===== src/rtl/mem_arbiter.sv =====
// Two-port (instruction fetch / data) arbiter onto a single shared memory port.
// One transaction outstanding at a time; data has priority with a starvation guard for fetches.
module mem_arbiter #(
  parameter int unsigned STARVE_LIMIT = 4
) (
  input  logic        clk,
  input  logic        rst,
  input  logic        i_req,
  input  logic [31:0] i_addr,
  output logic        i_gnt,
  output logic        i_rvalid,
  output logic [31:0] i_rdata,
  input  logic        d_req,
  input  logic        d_we,
  input  logic [31:0] d_addr,
  input  logic [31:0] d_wdata,
  output logic        d_gnt,
  output logic        d_rvalid,
  output logic [31:0] d_rdata,
  output logic        m_valid,
  output logic        m_we,
  output logic [31:0] m_addr,
  output logic [31:0] m_wdata,
  input  logic        m_ready,
  input  logic        m_rvalid,
  input  logic [31:0] m_rdata
);

  localparam int CW = (STARVE_LIMIT < 1) ? 1 : $clog2(STARVE_LIMIT + 1);
  localparam logic [CW-1:0] LIMIT_C = CW'(STARVE_LIMIT);

  typedef enum logic [1:0] {
    IDLE   = 2'd0,
    ISSUE  = 2'd1,
    WAIT_R = 2'd2
  } state_t;

  state_t        state_r, state_s;
  logic          owner_d_r, owner_d_s;
  logic [31:0]   addr_r, addr_s;
  logic          we_r, we_s;
  logic [31:0]   wdata_r, wdata_s;
  logic [CW-1:0] starve_r, starve_s;
  logic          m_valid_r, m_valid_s;
  logic          i_gnt_r, i_gnt_s;
  logic          d_gnt_r, d_gnt_s;
  logic          i_rvalid_r, i_rvalid_s;
  logic          d_rvalid_r, d_rvalid_s;
  logic [31:0]   i_rdata_r, i_rdata_s;
  logic [31:0]   d_rdata_r, d_rdata_s;

  // Next-state, arbitration and response capture.
  always_comb begin
    state_s    = state_r;
    owner_d_s  = owner_d_r;
    addr_s     = addr_r;
    we_s       = we_r;
    wdata_s    = wdata_r;
    starve_s   = starve_r;
    m_valid_s  = m_valid_r;
    i_gnt_s    = 1'b0;
    d_gnt_s    = 1'b0;
    i_rvalid_s = 1'b0;
    d_rvalid_s = 1'b0;
    i_rdata_s  = i_rdata_r;
    d_rdata_s  = d_rdata_r;
    case (state_r)
      IDLE: begin
        if (i_req || d_req) begin
          // Fetch wins when alone or once it has lost STARVE_LIMIT times in a row.
          if (i_req && (!d_req || (starve_r >= LIMIT_C))) begin
            owner_d_s = 1'b0;
            addr_s    = i_addr;
            we_s      = 1'b0;
            wdata_s   = 32'h0000_0000;
            starve_s  = '0;
            i_gnt_s   = 1'b1;
          end else begin
            owner_d_s = 1'b1;
            addr_s    = d_addr;
            we_s      = d_we;
            wdata_s   = d_wdata;
            d_gnt_s   = 1'b1;
            if (i_req && (starve_r < LIMIT_C)) begin
              starve_s = starve_r + 1'b1;
            end else begin
              starve_s = starve_r;
            end
          end
          m_valid_s = 1'b1;
          state_s   = ISSUE;
        end else begin
          state_s = IDLE;
        end
      end
      ISSUE: begin
        if (m_ready) begin
          m_valid_s = 1'b0;
          if (we_r) begin
            d_rvalid_s = 1'b1;
            state_s    = IDLE;
          end else begin
            state_s = WAIT_R;
          end
        end else begin
          state_s = ISSUE;
        end
      end
      WAIT_R: begin
        if (m_rvalid) begin
          state_s = IDLE;
          if (owner_d_r) begin
            d_rdata_s  = m_rdata;
            d_rvalid_s = 1'b1;
          end else begin
            i_rdata_s  = m_rdata;
            i_rvalid_s = 1'b1;
          end
        end else begin
          state_s = WAIT_R;
        end
      end
      default: begin
        state_s   = IDLE;
        m_valid_s = 1'b0;
      end
    endcase
  end

  // State and output registers with synchronous reset.
  always_ff @(posedge clk) begin
    if (rst) begin
      state_r    <= IDLE;
      owner_d_r  <= 1'b0;
      addr_r     <= 32'h0000_0000;
      we_r       <= 1'b0;
      wdata_r    <= 32'h0000_0000;
      starve_r   <= '0;
      m_valid_r  <= 1'b0;
      i_gnt_r    <= 1'b0;
      d_gnt_r    <= 1'b0;
      i_rvalid_r <= 1'b0;
      d_rvalid_r <= 1'b0;
      i_rdata_r  <= 32'h0000_0000;
      d_rdata_r  <= 32'h0000_0000;
    end else begin
      state_r    <= state_s;
      owner_d_r  <= owner_d_s;
      addr_r     <= addr_s;
      we_r       <= we_s;
      wdata_r    <= wdata_s;
      starve_r   <= starve_s;
      m_valid_r  <= m_valid_s;
      i_gnt_r    <= i_gnt_s;
      d_gnt_r    <= d_gnt_s;
      i_rvalid_r <= i_rvalid_s;
      d_rvalid_r <= d_rvalid_s;
      i_rdata_r  <= i_rdata_s;
      d_rdata_r  <= d_rdata_s;
    end
  end

  assign i_gnt    = i_gnt_r;
  assign d_gnt    = d_gnt_r;
  assign i_rvalid = i_rvalid_r;
  assign d_rvalid = d_rvalid_r;
  assign i_rdata  = i_rdata_r;
  assign d_rdata  = d_rdata_r;
  assign m_valid  = m_valid_r;
  assign m_we     = we_r;
  assign m_addr   = addr_r;
  assign m_wdata  = wdata_r;

endmodule


===== config.mk =====
export PLATFORM = sky130hd
export DESIGN_NAME = mem_arbiter
export DESIGN_NICKNAME = d
export VERILOG_FILES = /design/src/rtl/mem_arbiter.sv
export SDC_FILE = /design/constraint.sdc
export NUM_CORES = 1
export LEC_CHECK = 0
export CAP_MARGIN = 15
export CORE_ASPECT_RATIO = 0.8
export CORE_UTILIZATION = 30
export CTS_BUF_LIST = sky130_fd_sc_hd__clkbuf_8
export DETAILED_ROUTE_END_ITERATION = 7
export MAX_ROUTING_LAYER = met4
export PLACE_DENSITY_LB_ADDON = 0.2
export RECOVER_POWER = 25
export SYNTH_ARGS = -nofsm -noshare
export SYNTH_HDL_FRONTEND = slang
export SYNTH_SLANG_ARGS = --single-unit
export TNS_END_PERCENT = 30

===== constraint.sdc =====
create_clock -name clk -period 1.7 [get_ports clk]
set_input_delay 0.255 -clock clk [delete_from_list [all_inputs] [get_ports clk]]
set_output_delay 0.255 -clock clk [all_outputs]
set_load 0.05 [all_outputs]

* Yosys cells after proc, flatten, opt, wreduce, memory -nomap -nowiden
Cells that the tools add are included.
** Cells by class
- $add $sub $neg :: 1
- $lt $le $gt $ge :: 2
- Equality and inequality tests :: 4
- Mux-type cells :: 21
- Bitwise logic cells :: 5
- Reductions and logical operators :: 14
** Operators with widths (count)
- two-way mux 32 bit :: 2
- AND reduction 3 bit :: 4
- two-way mux 1 bit :: 11
- two-way mux 2 bit :: 3
- two-way mux 3 bit :: 2
- case mux 2 bit (3 select lines) :: 1
- OR reduction 3 bit :: 2
- inverter 1 bit :: 5
- inequality test 2 bit (second input constant) :: 2
- adder 3 x 1 -> 3 bit (second input constant) :: 1
- >= comparator 3 bit (second input constant) :: 1
- < comparator 3 bit (second input constant) :: 1
- case mux 1 bit (3 select lines) :: 1
- == test 2 x 1 -> 1 bit (second input constant) :: 1
- == test 2 bit (second input constant) :: 1
- logical AND 1 bit :: 2
- logical NOT 2 bit :: 1
- logical OR 1 bit :: 2
- case mux 1 bit (2 select lines) :: 1
- AND reduction 2 bit :: 1
- nonzero test 2 bit :: 1
- logical NOT 1 bit :: 1
** Word-level totals
- Bits in registers :: 140
- Input bits :: 135
- Output and inout port bits :: 134
- Logic and storage cells :: 60

* Logic depth before layout (Yosys ltp)
Gate-level depths: netlist (run 1).
- Word-level depth :: 5
- Mapped depth :: 7

* Worst setup path before layout (run 1)
No wires, ideal clock.
- Path type :: register -> register
- Start point :: reg state_r[0]
- End point :: reg addr_r[10], in the netlist m_addr[10]
- Arrival :: 1367 ps
- Data required time :: 1609 ps
- Setup slack :: 242 ps
- Stages on the path, launching flop included :: 8
- Path buffers :: 2
- Period minus slack after synthesis :: 1458 ps
- Cell sequence :: dfxtp_1 > inv_1 > ha_1 > o21a_1 > buf_4 > buf_4 > nor2_1 > a311oi_1
** Between the ends
- Cells in the longest elaborated chain, start to end :: 2
** Ends and longest elaborated chain
- start: declaration :: line 38 : state_t state_r, state_s;
- start signal: assignment :: line 147 : state_r <= state_s;
- logical NOT 2 bit :: line 67 : case (state_r)
- AND reduction 2 bit (no line)
- end signal: assignment :: line 149 : addr_r <= addr_s;
- end: declaration :: line 40 : logic [31:0] addr_r, addr_s;
No other way between the ends.
A chain may end at the register's enable or synchronous reset.

* Worst setup path in the final report (run 1)
- Start point :: reg state_r[0]
- End point :: reg addr_r[15], in the netlist m_addr[15]
Same word-level chain as after synthesis.

==> results of run 1 <==
-- worst register-to-register path, stage by stage, from the launching register on --
cell and delay [ns]:
sky130_fd_sc_hd__dfxtp_1 0.34, sky130_fd_sc_hd__inv_1 0.10, sky130_fd_sc_hd__ha_1 0.28, sky130_fd_sc_hd__o21a_4 0.21
sky130_fd_sc_hd__buf_12 0.20, sky130_fd_sc_hd__nor2_1 0.08, sky130_fd_sc_hd__a311oi_1 0.25
-- worst paths after layout --
path              slack [ns]                  endpoint                     start  cells after the start
setup / recovery        0.15   m_addr[15]$_SDFFE_PP0P_     state_r[0]$_SDFF_PP0_                      6
hold / removal          0.17   m_addr[26]$_SDFFE_PP0P_                       rst                      2
setup reg to reg        0.15   m_addr[15]$_SDFFE_PP0P_     state_r[0]$_SDFF_PP0_                      6
hold reg to reg         0.45  i_rdata[28]$_SDFFE_PP0P_  i_rdata[28]$_SDFFE_PP0P_                      2
-- flip-flops by register name (all words and copies together) (netlist names) --
register	count
d_rdata	32
i_rdata	32
m_addr	32
m_wdata	32
starve_r	3
state_r	2
d_gnt	1
d_rvalid	1
i_gnt	1
i_rvalid	1
m_valid	1
m_we	1
owner_d_r	1
-- cells in the final DEF, fill, tap and decap left out, types with 5 or more instances in the layout --
cell type | synthesis | final
sky130_fd_sc_hd__dfxtp_1 | 140 | 140
sky130_fd_sc_hd__buf_12 | 0 | 10
sky130_fd_sc_hd__nor2_1 | 34 | 33
sky130_fd_sc_hd__clkinvlp_4 | 0 | 5
sky130_fd_sc_hd__nand3_1 | 33 | 33
sky130_fd_sc_hd__a21oi_1 | 67 | 67
sky130_fd_sc_hd__clkdlybuf4s50_1 | 0 | 133
sky130_fd_sc_hd__nand2_1 | 136 | 136
sky130_fd_sc_hd__inv_1 | 5 | 5
sky130_fd_sc_hd__clkbuf_8 | 0 | 19
sky130_fd_sc_hd__clkbuf_1 | 22 | 35
sky130_fd_sc_hd__a22o_1 | 33 | 33
sky130_fd_sc_hd__buf_4 | 6 | 80
sky130_fd_sc_hd__ha_1 | 6 | 6
sky130_fd_sc_hd__o21ai_0 | 31 | 31
sky130_fd_sc_hd__clkbuf_2 | 0 | 29
sky130_fd_sc_hd__a311oi_1 | 33 | 33
-- power breakdown --
part	switching (mW)	total [mW]	internal, mW
registers	0.108	3.57	3.46
logic	1.10	1.76	0.666
clock network	1.32	2.55	1.24
total	2.52	7.88	5.36
-- kinds of logic (layout without fill, tap and decap cells) --
kind of cell / count (synthesis) / count (layout) / synth area share, %
and+or+nand+nor: 219 / 219 / 17.6
AOI/OAI and AO/OA: 171 / 171 / 21.7
DFF: 140 / 140 / 54.0
buffers and inverters: 58 / 326 / 5.19
adders and majority gates: 6 / 6 / 1.45
-- layout make-up --
class / instances / area share (%)
Clock buffer: 19 / 3.26
Multi-Input combinational cell: 396 / 26.5
Sequential cell: 140 / 35.0
Inverter: 5 / 0.234
Timing Repair Buffer: 289 / 30.1
Tap cell: 220 / 3.43
Clock inverter: 13 / 1.47
-- stage by stage --
stage | instance area [um2] | util, % | std cells | setup WS, ns
final | 8020 | 48.0 | 1082 | 0.150
after global routing | 8020 | 48.0 | 1082 | 0.0253
after CTS | 8220 | 49.2 | 1082 | 0.108
after detailed placement | 7840 | 46.9 | 1050 | -0.0249
after global placement | 7840 | 46.9 | 1050 | 0.0633
after floorplan | 5190 | - | 594 | 0.242
-- metal layers --
layer / wire [um] / global-route usage, % / vias to the layer above
met3: 1270 / 5.55 / 16
met5: 0 / - / -
li1: - / - / 2587
met2: 7770 / 30.3 / 217
met1: 7460 / 23.8 / 2460
met4: 220 / 5.48 / 0
==> summary.txt, run 1 <==
Drt
  • Vias after detailed routing: between 5000 and 6000
  • Final routed wire length divided by cell count: ~15 um
  • Via-to-Cell Ratio: 4.88
  • Total length of routed wires: 16.7 mm
  • Number of detailed-route iterations in the first pass: 5
  • Count of nets left with antenna violations after detail routing: 0
  • Number of DRC violations after detailed-routing iteration 0: approximately 230
  • DRC violations left: 0

Clock network
  • Clock Pin Slew Worst Setup and Hold Paths: ~0.090 ns
  • Clock Tree Buf Depth: 2
  • Sinks on the clock net: 140
  • Cell chosen for the clock root: sky130_fd_sc_hd__clkbuf_8
  • Number of clock buffers inserted by TritonCTS: 17
  • Post-CTS Hold Fix Bufs: 0
  • Count of instances resized after the clock tree is built: 0
  • TritonCTS clock tree: done
  • Postcts setup bufs: 0
  • Latest clock arrival within the worst-skew pair: between 0.4 and 0.5 ns
  • Number of H-tree levels: 4

Logic synthesis
  • Post-synthesis area per instance: between 8 and 9 um2
  • Post-synth top area cell: sky130_fd_sc_hd__dfxtp_1
  • Nets in the synthesized netlist: between 700 and 800
  • Post-synthesis cell area: between 5000 and 6000 um2
  • Synth top cells by count: sky130_fd_sc_hd__dfxtp_1 (140), sky130_fd_sc_hd__nand2_1 (136), sky130_fd_sc_hd__a21oi_1 (67), sky130_fd_sc_hd__nor2_1 (34)
  • Synth Warn #: 0
  • Top post-synthesis cells by area: sky130_fd_sc_hd__dfxtp_1 (54%), sky130_fd_sc_hd__nand2_1 (9.8%), sky130_fd_sc_hd__a21oi_1 (6.5%), sky130_fd_sc_hd__a22o_1 (5.6%), sky130_fd_sc_hd__a311oi_1 (5.6%)
  • Syn Inst Count: between 500 and 600
  • Library cells used by synthesis: 32
  • Most used DFF post-synth: sky130_fd_sc_hd__dfxtp_1
  • Ys async rst share: 0%
  • Count leader, synth: sky130_fd_sc_hd__dfxtp_1
  • Post-synthesis sequential element count: 140
  • EDFF count, synth: 0
  • Share of the yosys chip area belonging to registers: 54.0%
  • Share of Yosys cell area claimed by the top area cell type: 54.0%

STA
  • Setup repair after global routing missed its margin: no
  • Worst-case clock skew: about 0.015 ns
  • Final setup violation count: 0
  • Part of the cycle the worst path needs: just over 90%
  • Number of hold-slack violations in the final timing report: 0
  • Pins Over Slew Limit: 0
  • Hold slack: about 0.17 ns
  • Post-layout min period: around 1.6 ns
  • Aggregate negative setup slack: 0 ns
  • Slew Limit Headroom: between 50% and 60%
  • Worst-margin pin slew: between 0.6 and 0.7 ns
  • Max frequency: around 0.65 GHz

Global route
  • Via count of the first global-routing pass: 5316
  • Grt total ovfl: 0
  • Wire length of the first global-routing pass: between 20 and 30 mm
  • Overall routing resource usage: approximately a fifth
  • Maximum number of pins on one net before global-route repair: about 50
  • Antenna violations before repair: 0

Floorplanning
  • Initial cell density of the core: a little under a third
  • Site row count: 42
  • Area inside the core boundary: approximately 17000 um2
  • Chip Height: 120 um
  • Die outline width: about 150 um
  • Die footprint: 17800 um2
  • Number of placed I/O pins: 269

Worst setup path
  • Critical path cell sequence: inv_1 > ha_1 > o21a_4 > buf_12 > nor2_1 > a311oi_1
  • Element type at the critical path end: flop
  • Worst EP arrival: roughly 1.9 ns
  • Critical path fanouts, max: 41
  • Slowest cell on the critical path: sky130_fd_sc_hd__dfxtp_1
  • Kind of cell with the highest combined delay on the critical path: compound AO/OA/AOI/OAI gates
  • Peak per-stage delay on the critical path: 0.34 ns
  • CP Class: flop to flop
  • Crit path buf inv count: 2
  • Required time of the critical path: 2.04 ns
  • Category of the worst setup path launch point: flop

Cells and area
  • Number of nets in the layout: a little under 1000
  • Multi-input gate area: between 2000 and 2500 um2
  • Fillers: approximately 1600
  • Fraction of final layout cells sized beyond drive strength 1: between 15 and 20%
  • Layout area overhead: 54.6%
  • Number of antenna repair diodes: 0
  • Sequential cell area: 2800 um2

Outcome
  • Run status: finished clean

Place
  • Count of input and output buffers: 268
  • Global placer's final weighted congestion: roughly 0.77
  • Sum of net half-perimeters after detailed placement: between 10 and 15 mm

Run
  • Maxcap violations: 0

Pwr
  • Total design power: ~8 mW
  • Total power divided by cell area: between 900 and 1000 nW/um2
  • Leakage Power: roughly 3 nW
  • Worst VDD drop: approximately 540 uV

Hold path
  • Worst Hold Class: primary input to flop
(Power assumes the default switching activity.)
==> inputs of run 2 (changes only) <==
--- a/config.mk
+++ b/config.mk
@@ -6,8 +6,10 @@
 export NUM_CORES = 1
 export LEC_CHECK = 0
 export CAP_MARGIN = 15
+export CELL_PAD_IN_SITES_DETAIL_PLACEMENT = 0
+export CELL_PAD_IN_SITES_GLOBAL_PLACEMENT = 1
 export CORE_ASPECT_RATIO = 0.8
-export CORE_UTILIZATION = 30
+export CORE_UTILIZATION = 29
 export CTS_BUF_LIST = sky130_fd_sc_hd__clkbuf_8
 export DETAILED_ROUTE_END_ITERATION = 7
 export MAX_ROUTING_LAYER = met4
@@ -16,4 +18,4 @@
 export SYNTH_ARGS = -nofsm -noshare
 export SYNTH_HDL_FRONTEND = slang
 export SYNTH_SLANG_ARGS = --single-unit
-export TNS_END_PERCENT = 30
+export TNS_END_PERCENT = 10
==> summary.txt, run 2 (same netlist as run 1, synthesis figures left out) <==
Drt
  • Number of DRC violations after detailed-routing iteration 0: 274 (+17%)
  • Final routed wire length divided by cell count: 15.7 um (+1.3%)
  • Number of detailed-route iterations in the first pass: 5 (unchanged)
  • Count of nets left with antenna violations after detail routing: 0 (unchanged)
  • DRC violations left: 0 (unchanged)
  • Vias after detailed routing: 5241 (-0.74%)
  • Total length of routed wires: 17.1 mm (+2.1%)
  • Via-to-Cell Ratio: 4.81 (-1.5%)

STA
  • Number of hold-slack violations in the final timing report: 0 (unchanged)
  • Part of the cycle the worst path needs: 90.9% (-0.27 points)
  • Max frequency: 0.647 GHz (+0.30%)
  • Slew Limit Headroom: 58.1% (-0.69 points)
  • Final setup violation count: 0 (unchanged)
  • Pins Over Slew Limit: 0 (unchanged)
  • Worst-margin pin slew: 0.631 ns (+0.0104 ns)
  • Worst-case clock skew: 0.0137 ns (-0.00113 ns)
  • Setup repair after global routing missed its margin: no
  • Post-layout min period: 1.55 ns (-0.00465 ns)

Floorplanning
  • Site row count: 43 (+2.4%)
  • Area inside the core boundary: 17400 um2 (+4.3%)
  • Number of placed I/O pins: 269 (unchanged)
  • Die footprint: 18400 um2 (+3.4%)
  • Chip Height: 122 um (+1.7%)
  • Die outline width: 152 um (+1.7%)
  • Initial cell density of the core: 29.8% (-1.3 points)

Worst setup path
  • Required time of the critical path: 2.04 ns (about the same)
  • Worst r2r dst: m_addr[11]$_SDFFE_PP0P_
  • Category of the worst setup path launch point: flop
  • Startpoint of the worst-slack reg-to-reg timing path: state_r[0]$_SDFF_PP0_
  • Cells on worst reg2reg path: 6 (unchanged)
  • Critical path fanouts, max: 33 (-20%)
  • CP Class: flop to flop
  • Element type at the critical path end: flop
  • Worst EP arrival: 1.88 ns (about the same)
  • Critical path launch point: state_r[0]$_SDFF_PP0_
  • Minimum setup slack among reg-to-reg paths: 0.15 ns (about the same)
  • Timing endpoint of the critical path: m_addr[11]$_SDFFE_PP0P_

Global route
  • Grt total ovfl: 0 (unchanged)
  • Wire length of the first global-routing pass: 25.8 mm (-1.0%)
  • Most used routing layer: met2
  • Met1 routing resource usage after global routing: 23.4% (-0.43 points)
  • Routing usage on met2: 29.1% (-1.2 points)
  • Met3 track demand over resource in global routing: 6.07% (+0.52 points)
  • Overall routing resource usage: 18.9% (-0.29 points)
  • Via count of the first global-routing pass: 5067 (-4.7%)
  • Antenna violations before repair: 0 (unchanged)
  • Maximum number of pins on one net before global-route repair: 35 (-29%)

Run
  • Maxcap violations: 0 (unchanged)

Clock network
  • Latest clock arrival within the worst-skew pair: 0.45 ns (about the same)
  • Sinks on the clock net: 140 (unchanged)
  • Postcts setup bufs: 0 (unchanged)
  • Cell chosen for the clock root: sky130_fd_sc_hd__clkbuf_8
  • TritonCTS clock tree: done
  • Clock Pin Slew Worst Setup and Hold Paths: 0.08 ns (about the same)
  • Number of H-tree levels: 4 (unchanged)
  • Clock Tree Buf Depth: 2 (unchanged)
  • Number of clock buffers inserted by TritonCTS: 17 (unchanged)

Cells and area
  • Sequential cell area: 2800 um2 (unchanged)
  • Fillers: 1678 (+3.5%)
  • Number of antenna repair diodes: 0 (unchanged)
  • Non-Filler Cell Area, Final: 8140 um2 (+1.5%)
  • Multi-input gate area: 2130 um2 (unchanged)
  • Most common library cell in the layout ignoring fill and taps: sky130_fd_sc_hd__dfxtp_1
  • Final core area utilization: 46.7% (-1.3 points)
  • Fraction of final layout cells sized beyond drive strength 1: 22.0% (+4.0 points)
  • Commonest cells after routing, fill and taps aside: sky130_fd_sc_hd__dfxtp_1 (140), sky130_fd_sc_hd__nand2_1 (136), sky130_fd_sc_hd__clkdlybuf4s50_1 (133)
  • Layout area overhead: 56.9%
  • Number of nets in the layout: 993 (+0.30%)

Pwr
  • Total power divided by cell area: 1050 nW/um2 (+7.0%)
  • Worst VDD drop: 441 uV (-18%)
  • Leakage Power: 3.25 nW (+5.5%)

Place
  • Global placer's final weighted congestion: 0.820 (+7.1%)
  • Post-DP Area: 7820 um2 (-0.27%)
  • Count of input and output buffers: 268 (unchanged)
  • Sum of net half-perimeters after detailed placement: 12.3 mm (+1.8%)

Hold path
  • Worst Hold Class: primary input to flop
  • Hold wc startpoint: rst

Outcome
  • Run status: finished clean
run 2: changes by cell type in the layout (fill, tap and decap cells not counted), sizes merged:
cell      change
clkinv        -2
buf           +2
inv           +2
clkbuf        -1
bufinv        +5
clkinvlp      -3
run 2: worst min path at each step:
stage,slack [ns],to,depth (start not counted)
finish,0.20,m_addr[21]$_SDFFE_PP0P_,2
global route,0.18,m_addr[0]$_SDFFE_PP0P_,2
CTS,0.16,m_addr[0]$_SDFFE_PP0P_,2
detailed placement,0.45,i_rdata[12]$_SDFFE_PP0P_,2
global placement,0.44,d_rdata[2]$_SDFFE_PP0P_,2
floorplan,0.38,m_wdata[10]$_SDFFE_PP0P_,1
run 2: final cells by class:
type | instances | share of cell area, %
multi-input cells | 396 | 26.1
flip-flops and latches | 140 | 34.4
clock buffers | 17 | 2.87
inverters | 5 | 0.231
well taps | 225 | 3.46
repair buffers | 292 | 29.9
clock inverters | 15 | 3.00
run 2: through the flow:
step           instances  TNS (ns)  setup WS (ns)  hold slack (ns)  power (mW)
2_1_floorplan        594         0          0.242            0.381        4.68
3_3_place_gp        1058         0         0.0459            0.442        5.44
3_5_place_dp        1058   -0.0160        -0.0121            0.449        5.46
4_1_cts             1090         0          0.101            0.165        8.73
5_1_grt             1090         0         0.0324            0.181        8.94
6_report            1090         0          0.154            0.199        8.56
run 2: timing repair:
action,CTS,global route
endpoints found under the setup margin,0,1
hold buffers,0,0
gates resized for setup,0,1
hold endpoints to repair,0,0
run 2: worst max-delay path: stages (launching register included):
cell                       delay, ns
sky130_fd_sc_hd__dfxtp_1        0.34
sky130_fd_sc_hd__inv_1          0.11
sky130_fd_sc_hd__ha_1           0.27
sky130_fd_sc_hd__o21a_4         0.21
sky130_fd_sc_hd__buf_12         0.18
sky130_fd_sc_hd__nor2_1         0.05
sky130_fd_sc_hd__a311oi_1       0.28
run 2: power breakdown:
part | total (mW) | internal [mW] | switching, mW
Clock | 3.22 | 1.90 | 1.33
Combinational | 1.77 | 0.678 | 1.09
Sequential | 3.57 | 3.46 | 0.110
run 2: metal layers:
layer | wire length (um) | vias up
li1 | - | 2593
met1 | 7590 | 2432
met2 | 7880 | 201
met3 | 1370 | 15
met4 | 235 | 0
met5 | 0 | -
